$ cat src/rtl/fsm_state_sequencer.sv
// Registered state stage behind the next-state priority encoder: valid/ack intake, dwell timer, binary/one-hot publish.
// Optional transition history (prev_state, trans_count) is built only when FSM_SEQ_HISTORY_EN is defined.
module fsm_state_sequencer #(
    parameter int DWELL_W   = 4,
    parameter int MIN_DWELL = 3
) (
    input  logic               i_clk,
    input  logic               i_rst_n,
    input  logic [1:0]         i_next_state,
    input  logic               i_next_valid,
    input  logic               i_hold,
    output logic [1:0]         o_cur_state,
    output logic [3:0]         o_state_onehot,
    output logic               o_trans_ack,
    output logic               o_busy,
    output logic [DWELL_W-1:0] o_dwell_cnt,
    output logic [1:0]         o_prev_state,
    output logic [7:0]         o_trans_count
);

    localparam logic [DWELL_W-1:0] LP_MIN_DWELL = DWELL_W'(MIN_DWELL);
    localparam logic [DWELL_W-1:0] LP_ONE       = DWELL_W'(1);
    localparam bit                 LP_HAS_DWELL = (MIN_DWELL != 0);

    typedef enum logic {
        ST_IDLE  = 1'b0,
        ST_DWELL = 1'b1
    } ctrl_t;

    typedef struct packed {
        logic [1:0] state;
        logic       valid;
    } req_t;

    ctrl_t              r_ctrl;
    ctrl_t              w_ctrl_nxt;
    req_t               w_req;
    logic [1:0]         r_cur_state;
    logic [1:0]         w_cur_nxt;
    logic [DWELL_W-1:0] r_dwell_cnt;
    logic [DWELL_W-1:0] w_dwell_nxt;
    logic               r_trans_ack;
    logic               w_ack_nxt;
    logic               w_busy;
    logic               w_accept;
    logic               w_real;
    logic [3:0]         w_onehot;

    assign w_req    = {i_next_state, i_next_valid};
    assign w_busy   = (r_dwell_cnt != '0);
    // !ack blocks the edge right after an accept, giving the requester a cycle to drop valid
    assign w_accept = w_req.valid & ~i_hold & ~w_busy & ~r_trans_ack;
    assign w_real   = w_accept & (w_req.state != r_cur_state);

    always_ff @(posedge i_clk or negedge i_rst_n) begin
        if (!i_rst_n) begin
            r_ctrl <= ST_IDLE;
        end else begin
            r_ctrl <= w_ctrl_nxt;
        end
    end

    always_comb begin
        w_ctrl_nxt = r_ctrl;
        case (r_ctrl)
            ST_IDLE: begin
                if (w_real && LP_HAS_DWELL) begin
                    w_ctrl_nxt = ST_DWELL;
                end
            end
            ST_DWELL: begin
                if (!i_hold && (r_dwell_cnt == LP_ONE)) begin
                    w_ctrl_nxt = ST_IDLE;
                end
            end
            default: w_ctrl_nxt = ST_IDLE;
        endcase
    end

    always_comb begin
        w_cur_nxt   = r_cur_state;
        w_dwell_nxt = r_dwell_cnt;
        w_ack_nxt   = w_accept;
        if (w_real) begin
            w_cur_nxt   = w_req.state;
            w_dwell_nxt = LP_MIN_DWELL;
        end else if ((r_ctrl == ST_DWELL) && w_busy && !i_hold) begin
            w_dwell_nxt = r_dwell_cnt - LP_ONE;
        end
    end

    always_ff @(posedge i_clk or negedge i_rst_n) begin
        if (!i_rst_n) begin
            r_cur_state <= 2'b00;
            r_dwell_cnt <= '0;
            r_trans_ack <= 1'b0;
        end else begin
            r_cur_state <= w_cur_nxt;
            r_dwell_cnt <= w_dwell_nxt;
            r_trans_ack <= w_ack_nxt;
        end
    end

`ifdef FSM_SEQ_HISTORY_EN
    logic [1:0] r_prev_state;
    logic [7:0] r_trans_count;

    always_ff @(posedge i_clk or negedge i_rst_n) begin
        if (!i_rst_n) begin
            r_prev_state  <= 2'b00;
            r_trans_count <= 8'd0;
        end else if (w_real) begin
            r_prev_state  <= r_cur_state;
            r_trans_count <= r_trans_count + 8'd1;
        end
    end

    assign o_prev_state  = r_prev_state;
    assign o_trans_count = r_trans_count;
`else
    assign o_prev_state  = 2'b00;
    assign o_trans_count = 8'd0;
`endif

    for (genvar g = 0; g < 4; g++) begin : g_onehot
        assign w_onehot[g] = (r_cur_state == 2'(g));
    end

    assign o_cur_state    = r_cur_state;
    assign o_state_onehot = w_onehot;
    assign o_trans_ack    = r_trans_ack;
    assign o_busy         = w_busy;
    assign o_dwell_cnt    = r_dwell_cnt;

endmodule

$ cat config.mk
export PLATFORM = sky130hd
export DESIGN_NAME = fsm_state_sequencer
export DESIGN_NICKNAME = d
export VERILOG_FILES = /design/src/rtl/fsm_state_sequencer.sv
export SDC_FILE = /design/constraint.sdc
export NUM_CORES = 1
export LEC_CHECK = 0
export ABC_CLOCK_PERIOD_IN_PS = 2400
export BUFFER_PORTS_ARGS = -buffer_cell sky130_fd_sc_hd__clkbuf_2
export CAP_MARGIN = 20
export CORE_MARGIN = 4
export CORE_UTILIZATION = 25
export DETAILED_ROUTE_END_ITERATION = 6
export SYNTH_ARGS = -nofsm -noshare
export SYNTH_HDL_FRONTEND = slang
export SYNTH_SLANG_ARGS = --single-unit
$ cat constraint.sdc
create_clock -name i_clk -period 2.4 [get_ports i_clk]
set_clock_uncertainty 0.05 [all_clocks]
set_input_delay 0.36 -clock i_clk [delete_from_list [all_inputs] [get_ports i_clk]]
set_output_delay 0.36 -clock i_clk [all_outputs]
set_load 0.02 [all_outputs]
==> impl_metrics.env, run 1 <==
export IMPL_run_status="completed"
export IMPL_fp_row_count=16
export IMPL_design_core_area_um2=2000
export IMPL_sink_count_of_the_clock_tree=8
export IMPL_grt_ovfl_total=0
export IMPL_timing_hold_violations_final=0
export IMPL_wl_mm=1.02
export IMPL_rsz0062_at_grt="no"
export IMPL_synth_seq_area_share_pct=37.2
export IMPL_grt_pass1_wl_mm=1.61
export IMPL_antenna_cells_inserted=0
export IMPL_met2RoutedLength_um=567
export IMPL_synthArstFlopShare_pct=100
export IMPL_areaGrowthSynthToFinish_pct=20.5
export IMPL_floorplan_io_pins=28
export IMPL_maximum_number_of_pins_on_one_net_before_global_route_repair=9
export IMPL_clk_pin_slew_ns=0.06
export IMPL_post_drt_antenna_nets=0
export IMPL_layout_core_utilization_pct=32.4
export IMPL_floorplan_initialDensity_pct=26.9
export IMPL_synth_area_top_cells="sky130_fd_sc_hd__dfrtp_1 37%, sky130_fd_sc_hd__buf_4 14%, sky130_fd_sc_hd__ha_1 7.0%"
export IMPL_max_clock_buf_depth=2
export IMPL_maxSlewViolCount=0
export IMPL_post_synth_top_count_cell="sky130_fd_sc_hd__buf_4"
export IMPL_clockRootBuffer="sky130_fd_sc_hd__clkbuf_4"
export IMPL_syn_instance_count=55
export IMPL_drv_cap=0
export IMPL_synth_cell_types=24
export IMPL_cts_tree="built"
export IMPL_dr_total_vias=426
export IMPL_register_area_um2=200
export IMPL_report_final_setup_viol=0
export IMPL_synth_ff_type="sky130_fd_sc_hd__dfrtp_1"
export IMPL_wl_per_cell_um=9.98
export IMPL_postCtsHoldBufs=1
export IMPL_cts_resized_gates=0
export IMPL_drc=0
export IMPL_design_power_total_uw=751
export IMPL_period_minus_slack_ns=1.99
export IMPL_critical_path_peak_fanout=5
export IMPL_critical_path_endpoint_type="output port"
export IMPL_criticalPathCategory="register to output port"
export IMPL_yosys_register_bits=8
export IMPL_fin_tns_setup_ns=0
export IMPL_syn_area_um2=538
export IMPL_min_path_type="primary input to register"
export IMPL_finalNetCount=86
export IMPL_cts_setup_buffers=0
export IMPL_postSynthAreaPerCell_um2=9.78
export IMPL_clk_latency_ns=0.26
export IMPL_synth_enable_flop_cells=0
export IMPL_total_power_divided_by_cell_area_nw_per_um2=1160
export IMPL_io_buffer_count=17
export IMPL_top_layer="met4"
export IMPL_max_vdd_ir_drop_v=0.000299
export IMPL_placedCellCount=98
export IMPL_drt_pass1_iter_count=2
export IMPL_route_layer_met1_wl_um=351
export IMPL_final_layout_size_suffix_gt1_share_pct=30.7
export IMPL_start_kind="register"
export IMPL_worst_endpoint_required_ns=1.99
export IMPL_yosys_warnings=0
export IMPL_drt_vias_per_instance=4.18
export IMPL_cts_buffers=3
export IMPL_leakage_uw=0.000346
export IMPL_die_w_um=54.4
export IMPL_final_period_utilization_pct=82.9
export IMPL_synthTopCellsByCount="10 x sky130_fd_sc_hd__buf_4, 8 x sky130_fd_sc_hd__dfrtp_1, 5 x sky130_fd_sc_hd__inv_1"
export IMPL_dp_hpwl_um=863
export IMPL_nFillCells=229
export IMPL_detail_route_iter0_violations=2
export IMPL_grt_usage_pct=8.17
export IMPL_area_taken_by_multi_input_logic_gates_um2=278
export IMPL_first_global_vias=388
export IMPL_antenna_found_initial=0
export IMPL_synth_top_area_share_pct=37.2
export IMPL_place_congestion=0.701
export IMPL_die_footprint_um2=2960
export IMPL_met3_length_um=54
export IMPL_die_height_um=54.4
export IMPL_cts_htree_levels=1
export IMPL_clock_fmax_mhz=502
export IMPL_synth_area_leader_cell="sky130_fd_sc_hd__dfrtp_1"
export IMPL_crit_arrival_ns=1.58
export IMPL_final_instance_count_excl_fill=102
==> final timing paths <==
| check | from | end | slack [ns] | cells after the start |
|---|---|---|---|---|
| max | o_dwell_cnt[0] | o_busy | 0.41 | 5 |
| min | i_next_state[0] | o_cur_state[0] | 0.30 | 2 |
| max reg2reg | o_dwell_cnt[0] | o_cur_state[1] | 0.72 | 5 |
| min reg2reg | r_ctrl | r_ctrl | 0.49 | 1 |
| max in group asynchronous | i_rst_n | r_ctrl | 1.69 | 2 |
| min in group asynchronous | i_rst_n | o_dwell_cnt[2] | 0.42 | 2 |
==> per-stage QoR <==
stage	hold slack (ns)	cell area [um^2]	setup slack [ns]
finish	0.299	648	0.410
global route	0.302	648	0.267
CTS	0.289	648	0.392
detailed placement	0.169	616	0.691
global placement	0.172	616	0.748
floorplan	0.0144	572	0.786
==> cells by family (layout without fill, tap and decap cells) <==
kind of cell / after synthesis / in the layout / synth area share [%]
AND/OR/NAND/NOR: 15 / 15 / 18.8
buffers and inverters: 15 / 26 / 17.4
AO/OA/AOI/OAI: 8 / 8 / 9.30
flip-flops: 8 / 8 / 37.2
adder cells (fa/ha/maj): 3 / 3 / 6.98
multiplexers: 3 / 3 / 6.28
XOR/XNOR: 2 / 2 / 3.26
other: 1 / 10 / 0.697
==> layout by cell type, fill, tap and decap left out, types with 2 or more instances in the layout <==
| cell type | netlist | routed |
|---|---|---|
| sky130_fd_sc_hd__mux2_1 | 2 | 2 |
| sky130_fd_sc_hd__o21ai_0 | 2 | 2 |
| sky130_fd_sc_hd__clkbuf_2 | 0 | 17 |
| sky130_fd_sc_hd__ha_1 | 3 | 3 |
| sky130_fd_sc_hd__nor2b_1 | 3 | 3 |
| sky130_fd_sc_hd__xor2_1 | 2 | 2 |
| sky130_fd_sc_hd__nor2_1 | 3 | 3 |
| sky130_fd_sc_hd__nor3_1 | 2 | 2 |
| sky130_fd_sc_hd__inv_1 | 5 | 5 |
| sky130_fd_sc_hd__conb_1 | 1 | 10 |
| sky130_fd_sc_hd__clkbuf_4 | 0 | 3 |
| sky130_fd_sc_hd__dfrtp_1 | 8 | 8 |
| sky130_fd_sc_hd__a21oi_1 | 2 | 2 |
==> power by group <==
group	internal [uW]	leakage, uW	switching, uW
Clock	57.3	0.0000138	46.5
Combinational	141	0.000234	236
Sequential	189	0.0000986	81.1
==> cell type report <==
cell class | count | area share, %
multi-input cells | 41 | 42.9
flip-flops and latches | 8 | 30.9
repair buffers | 18 | 14.7
well taps | 27 | 5.21
clock buffers | 3 | 3.47
inverters | 5 | 2.90
==> metal layers <==
layer  up-vias  GRT usage (%)
met1       199           8.10
met3         4           1.63
li1        209              -
met5         -              0
met2        14           12.9
met4         0           9.96
==> critical path: stages (launching register included) <==
cell                       delay [ns]
sky130_fd_sc_hd__dfrtp_1         0.42
sky130_fd_sc_hd__inv_1           0.12
sky130_fd_sc_hd__ha_1            0.17
sky130_fd_sc_hd__nor3b_4         0.30
sky130_fd_sc_hd__inv_1           0.13
sky130_fd_sc_hd__clkbuf_2        0.17
==> sequential cells by signal (all words and copies together) (netlist names) <==
| name | cells |
|---|---|
| o_dwell_cnt | 4 |
| o_cur_state | 2 |
| o_trans_ack | 1 |
| r_ctrl | 1 |
Power figures use the tool's default switching activity.
==> inputs of run 2 (changes only) <==
--- a/config.mk
+++ b/config.mk
@@ -5,7 +5,7 @@
 export SDC_FILE = /design/constraint.sdc
 export NUM_CORES = 1
 export LEC_CHECK = 0
-export ABC_CLOCK_PERIOD_IN_PS = 2400
+export ABC_CLOCK_PERIOD_IN_PS = 2000
 export BUFFER_PORTS_ARGS = -buffer_cell sky130_fd_sc_hd__clkbuf_2
 export CAP_MARGIN = 20
 export CORE_MARGIN = 4
==> constraint.sdc (replaced) <==
create_clock -name i_clk -period 2 [get_ports i_clk]
set_clock_uncertainty 0.05 [all_clocks]
set_input_delay 0.3 -clock i_clk [delete_from_list [all_inputs] [get_ports i_clk]]
set_output_delay 0.3 -clock i_clk [all_outputs]
set_load 0.02 [all_outputs]
==> impl_metrics.env, run 2 (synthesis gave the netlist of run 1 again) <==
export IMPL_finalNetCount=87
export IMPL_final_period_utilization_pct=89.0
export IMPL_die_height_um=54.4
export IMPL_timing_hold_violations_final=0
export IMPL_report_final_setup_viol=0
export IMPL_floorplan_initialDensity_pct=26.9
export IMPL_rsz0062_at_grt="no"
export IMPL_start_kind="register"
export IMPL_cts_resized_gates=0
export IMPL_cts_htree_levels=1
export IMPL_timing_hold_worst_start="i_next_state[1]"
export IMPL_clk_pin_slew_ns=0.06
export IMPL_antenna_found_initial=0
export IMPL_dr_total_vias=413
export IMPL_most_common_layout_cells="17 x sky130_fd_sc_hd__clkbuf_2, 10 x sky130_fd_sc_hd__conb_1, 8 x sky130_fd_sc_hd__dfrtp_1, 5 x sky130_fd_sc_hd__inv_1"
export IMPL_drc=0
export IMPL_io_buffer_count=17
export IMPL_rr_endpoint="o_cur_state[1]"
export IMPL_die_footprint_um2=2960
export IMPL_swShare_pct=48.8
export IMPL_floorplan_io_pins=28
export IMPL_clockRootBuffer="sky130_fd_sc_hd__clkbuf_4"
export IMPL_drt_vias_per_instance=4.01
export IMPL_grt_ovfl_total=0
export IMPL_die_w_um=54.4
export IMPL_design_core_area_um2=2000
export IMPL_worst_hold_end="o_cur_state[1]"
export IMPL_grt_usage_pct=8.50
export IMPL_wl_mm=1.12
export IMPL_fp_row_count=16
export IMPL_critical_path_peak_fanout=5
export IMPL_maximum_number_of_pins_on_one_net_before_global_route_repair=9
export IMPL_fin_tns_setup_ns=0
export IMPL_max_vdd_ir_drop_v=0.000319
export IMPL_grt_pass1_wl_mm=1.74
export IMPL_top_layer="met4"
export IMPL_rr_startpoint="o_dwell_cnt[0]"
export IMPL_critical_path_endpoint_type="output port"
export IMPL_met3_length_um=62
export IMPL_clk_latency_ns=0.26
export IMPL_drv_cap=0
export IMPL_drt_pass1_iter_count=4
export IMPL_final_cell_area_um2=656
export IMPL_crit_arrival_ns=1.43
export IMPL_final_layout_size_suffix_gt1_share_pct=31.6
export IMPL_max_clock_buf_depth=2
export IMPL_internal_power_uw=470
export IMPL_cts_buffers=3
export IMPL_post_drt_antenna_nets=0
export IMPL_route_layer_met1_wl_um=428
export IMPL_sink_count_of_the_clock_tree=8
export IMPL_antenna_cells_inserted=0
export IMPL_pwr_share_clk_pct=13.8
export IMPL_largest_register_ff_count=4
export IMPL_total_power_divided_by_cell_area_nw_per_um2=1400
export IMPL_r2r_slack_ns=0.34
export IMPL_run_status="completed"
export IMPL_layout_cells_most_common="sky130_fd_sc_hd__clkbuf_2"
export IMPL_pwr_share_comb_pct=50.7
export IMPL_wl_per_cell_um=10.9
export IMPL_maxSlewViolCount=0
export IMPL_p_seq_share_pct=35.5
export IMPL_criticalPathCategory="register to output port"
export IMPL_worst_hold_path_num_cells=2
export IMPL_post_dp_cell_area_um2=616
export IMPL_clock_fmax_mhz=562
export IMPL_power_net_switching_uw=448
export IMPL_detail_route_iter0_violations=19
export IMPL_min_path_type="primary input to register"
export IMPL_first_global_vias=409
export IMPL_place_congestion=0.716
export IMPL_r2r_cells=6
export IMPL_cts_tree="built"
export IMPL_period_minus_slack_ns=1.78
export IMPL_leakage_uw=0.000352
export IMPL_met2RoutedLength_um=598
export IMPL_areaGrowthSynthToFinish_pct=21.9
export IMPL_worst_endpoint_required_ns=1.65
-- run 2: layout make-up --
class                   count  area, um^2
repair buffers             19         103
well taps                  27        33.8
multi-input cells          41         278
clock buffers               3        22.5
fillers                   222        1350
flip-flops and latches      8         200
inverters                   5        18.8
-- run 2: layer usage --
metal | up-vias | GRT usage [%]
met1 | 187 | 8.40
li1 | 208 | -
met5 | - | 0
met3 | 4 | 1.63
met2 | 14 | 14.9
met4 | 0 | 7.47
-- run 2: timing repair --
action                                 4_1_cts  5_1_grt
setup endpoints to repair                    0        1
endpoints found under the hold margin        8        0
buffers inserted                             0        1
hold buffers                                 1        0
-- run 2: power groups by stage --
stage	Sequential, uW	Clock (uW)	Combinational, uW
2_1_floorplan	384	0	257
3_3_place_gp	326	0	457
3_5_place_dp	329	0	457
4_1_cts	327	132	464
5_1_grt	337	141	517
6_report	326	127	466
-- run 2: worst max-delay path by stage --
| stage | from | endpoint | slack (ns) |
|---|---|---|---|
| after floorplan | o_dwell_cnt[0] | o_cur_state[0] | 0.39 |
| after global placement | o_dwell_cnt[0] | o_busy | 0.38 |
| after detailed placement | o_dwell_cnt[1] | o_cur_state[0] | 0.34 |
| after CTS | o_dwell_cnt[1] | o_busy | 0.07 |
| after global routing | o_dwell_cnt[0] | o_busy | 0.12 |
| final | o_dwell_cnt[0] | o_busy | 0.22 |
-- run 2: critical path: stages, from the launching register on --
cell	delay [ns]
sky130_fd_sc_hd__dfrtp_1	0.41
sky130_fd_sc_hd__inv_1	0.11
sky130_fd_sc_hd__ha_1	0.17
sky130_fd_sc_hd__nor3b_4	0.21
sky130_fd_sc_hd__inv_1	0.11
sky130_fd_sc_hd__clkbuf_2	0.17
-- run 2: per-stage QoR --
step	hold slack (ns)	total power [uW]	setup WS, ns	instances	utilization (%)
3_5_place_dp	0.117	786	0.345	98	30.8
5_1_grt	0.234	995	0.119	103	32.8
4_1_cts	0.228	923	0.0718	102	32.4
3_3_place_gp	0.113	783	0.384	98	30.8
6_report	0.233	919	0.219	103	32.8
2_1_floorplan	-0.0456	642	0.386	64	-
==> inputs of run 3 (changes only) <==
--- a/config.mk
+++ b/config.mk
@@ -9,8 +9,9 @@
 export BUFFER_PORTS_ARGS = -buffer_cell sky130_fd_sc_hd__clkbuf_2
 export CAP_MARGIN = 20
 export CORE_MARGIN = 4
-export CORE_UTILIZATION = 25
+export CORE_UTILIZATION = 40
 export DETAILED_ROUTE_END_ITERATION = 6
+export PLACE_DENSITY = 0.72
 export SYNTH_ARGS = -nofsm -noshare
 export SYNTH_HDL_FRONTEND = slang
 export SYNTH_SLANG_ARGS = --single-unit
==> impl_metrics.env, run 3 (synthesis gave the netlist of run 1 again) <==
export IMPL_place_congestion=0.853
export IMPL_die_w_um=44.7
export IMPL_areaGrowthSynthToFinish_pct=20.2
export IMPL_final_layout_size_suffix_gt1_share_pct=32.5
export IMPL_max_vdd_ir_drop_v=0.000637
export IMPL_placedCellCount=85
export IMPL_critical_path_endpoint_type="output port"
export IMPL_swShare_pct=47.5
export IMPL_wl_per_cell_um=10.5
export IMPL_pwr_share_clk_pct=13.0
export IMPL_criticalPathCategory="register to output port"
export IMPL_grt_ovfl_total=0
export IMPL_die_height_um=44.7
export IMPL_post_drt_antenna_nets=0
export IMPL_p_seq_share_pct=35.6
export IMPL_clk_latency_ns=0.25
export IMPL_period_minus_slack_ns=1.81
export IMPL_nFillCells=107
export IMPL_clk_pin_slew_ns=0.05
export IMPL_io_buffer_count=17
export IMPL_rsz0062_at_grt="no"
export IMPL_drc=0
export IMPL_start_kind="register"
export IMPL_leakage_uw=0.000357
export IMPL_cts_resized_gates=0
export IMPL_die_footprint_um2=2000
export IMPL_run_status="completed"
export IMPL_antenna_cells_inserted=0
export IMPL_antenna_found_initial=0
export IMPL_layout_cells_most_common="sky130_fd_sc_hd__clkbuf_2"
export IMPL_fin_tns_setup_ns=0
export IMPL_finalNetCount=88
export IMPL_drt_pass1_iter_count=2
export IMPL_maxSlewViolCount=0
export IMPL_most_common_layout_cells="17 x sky130_fd_sc_hd__clkbuf_2, 10 x sky130_fd_sc_hd__conb_1, 8 x sky130_fd_sc_hd__dfrtp_1, 5 x sky130_fd_sc_hd__inv_1"
export IMPL_internal_power_uw=476
export IMPL_pwr_share_comb_pct=51.4
export IMPL_cts_buffers=3
export IMPL_drv_cap=0
export IMPL_clock_fmax_mhz=551
export IMPL_cts_htree_levels=1
export IMPL_detail_route_iter0_violations=3
export IMPL_cts_tree="built"
export IMPL_wl_um=956
export IMPL_min_path_type="primary input to register"
export IMPL_maximum_number_of_pins_on_one_net_before_global_route_repair=9
export IMPL_crit_arrival_ns=1.46
export IMPL_final_instance_count_excl_fill=91
export IMPL_clockRootBuffer="sky130_fd_sc_hd__clkbuf_4"
export IMPL_first_global_vias=376
export IMPL_dr_total_vias=423
export IMPL_sink_count_of_the_clock_tree=8
export IMPL_total_power_divided_by_cell_area_nw_per_um2=1400
export IMPL_final_period_utilization_pct=90.7
export IMPL_design_core_area_um2=1190
export IMPL_max_clock_buf_depth=2
export IMPL_floorplan_io_pins=28
export IMPL_power_net_switching_uw=431
export IMPL_grt_usage_pct=11.0
export IMPL_grt_pass1_wl_mm=1.52
export IMPL_fp_row_count=12
export IMPL_critical_path_peak_fanout=5
export IMPL_largest_register_ff_count=4
export IMPL_timing_hold_violations_final=0
export IMPL_report_final_setup_viol=0
export IMPL_worst_endpoint_required_ns=1.65
export IMPL_drt_vias_per_instance=4.65
export IMPL_floorplan_initialDensity_pct=45.4
[run 3: changes by cell type in the layout (fill, tap and decap cells not counted)]
cell	previous run	this run
sky130_fd_sc_hd__buf_4	1	2
[run 3: repair_timing]
item	in CTS	in global routing
hold buffers	1	0
setup buffers	0	2
hold endpoints to repair	8	0
setup endpoints to repair	0	1
[run 3: metal layers]
layer	vias up	track usage [%]	part of all wire (%)
met2	14	18.1	52
met1	196	11.0	38
met5	-	0	0
li1	211	-	-
met4	0	3.61	0.94
met3	2	7.32	8.6
[run 3: layout make-up]
cell class,count,area (um^2),share of cell area [%]
timing repair buffer,20,110,17.0
clock buffer,3,22.5,3.48
sequential,8,200,30.9
multi-input combinational,41,278,42.9
tap,14,17.5,2.71
inverter,5,18.8,2.90
[run 3: path summary, 6_finish.rpt]
kind                                 start              to  slack, ns  depth (start not counted)
max                         o_dwell_cnt[0]          o_busy       0.19                          5
min                        i_next_state[0]  o_cur_state[0]       0.24                          2
max reg2reg                 o_dwell_cnt[0]  o_cur_state[1]       0.33                          6
min reg2reg                         r_ctrl          r_ctrl       0.49                          1
max in group asynchronous          i_rst_n  o_dwell_cnt[0]       1.34                          2
min in group asynchronous          i_rst_n  o_cur_state[1]       0.38                          2
[run 3: stage by stage]
| step | cell area (um^2) | util (%) | total power [uW] | hold WS (ns) | setup slack (ns) |
|---|---|---|---|---|---|
| floorplan | 572 | - | 642 | -0.0456 | 0.386 |
| global placement | 599 | 50.5 | 778 | 0.105 | 0.407 |
| detailed placement | 599 | 50.5 | 785 | 0.106 | 0.359 |
| CTS | 632 | 53.3 | 911 | 0.232 | 0.0882 |
| global route | 647 | 54.5 | 995 | 0.232 | 0.0502 |
| finish | 647 | 54.5 | 907 | 0.235 | 0.186 |
[run 3: power groups by stage]
| stage | Combinational, uW | Clock [uW] | Sequential [uW] |
|---|---|---|---|
| 2_1_floorplan | 257 | 0 | 384 |
| 3_3_place_gp | 452 | 0 | 325 |
| 3_5_place_dp | 457 | 0 | 329 |
| 4_1_cts | 462 | 124 | 325 |
| 5_1_grt | 513 | 142 | 340 |
| 6_report | 467 | 118 | 323 |
[run 3: critical path, cell delays in order (launching register included)]
cell,delay (ns)
sky130_fd_sc_hd__dfrtp_1,0.41
sky130_fd_sc_hd__inv_1,0.12
sky130_fd_sc_hd__ha_1,0.17
sky130_fd_sc_hd__nor3b_4,0.23
sky130_fd_sc_hd__inv_1,0.11
sky130_fd_sc_hd__clkbuf_2,0.17
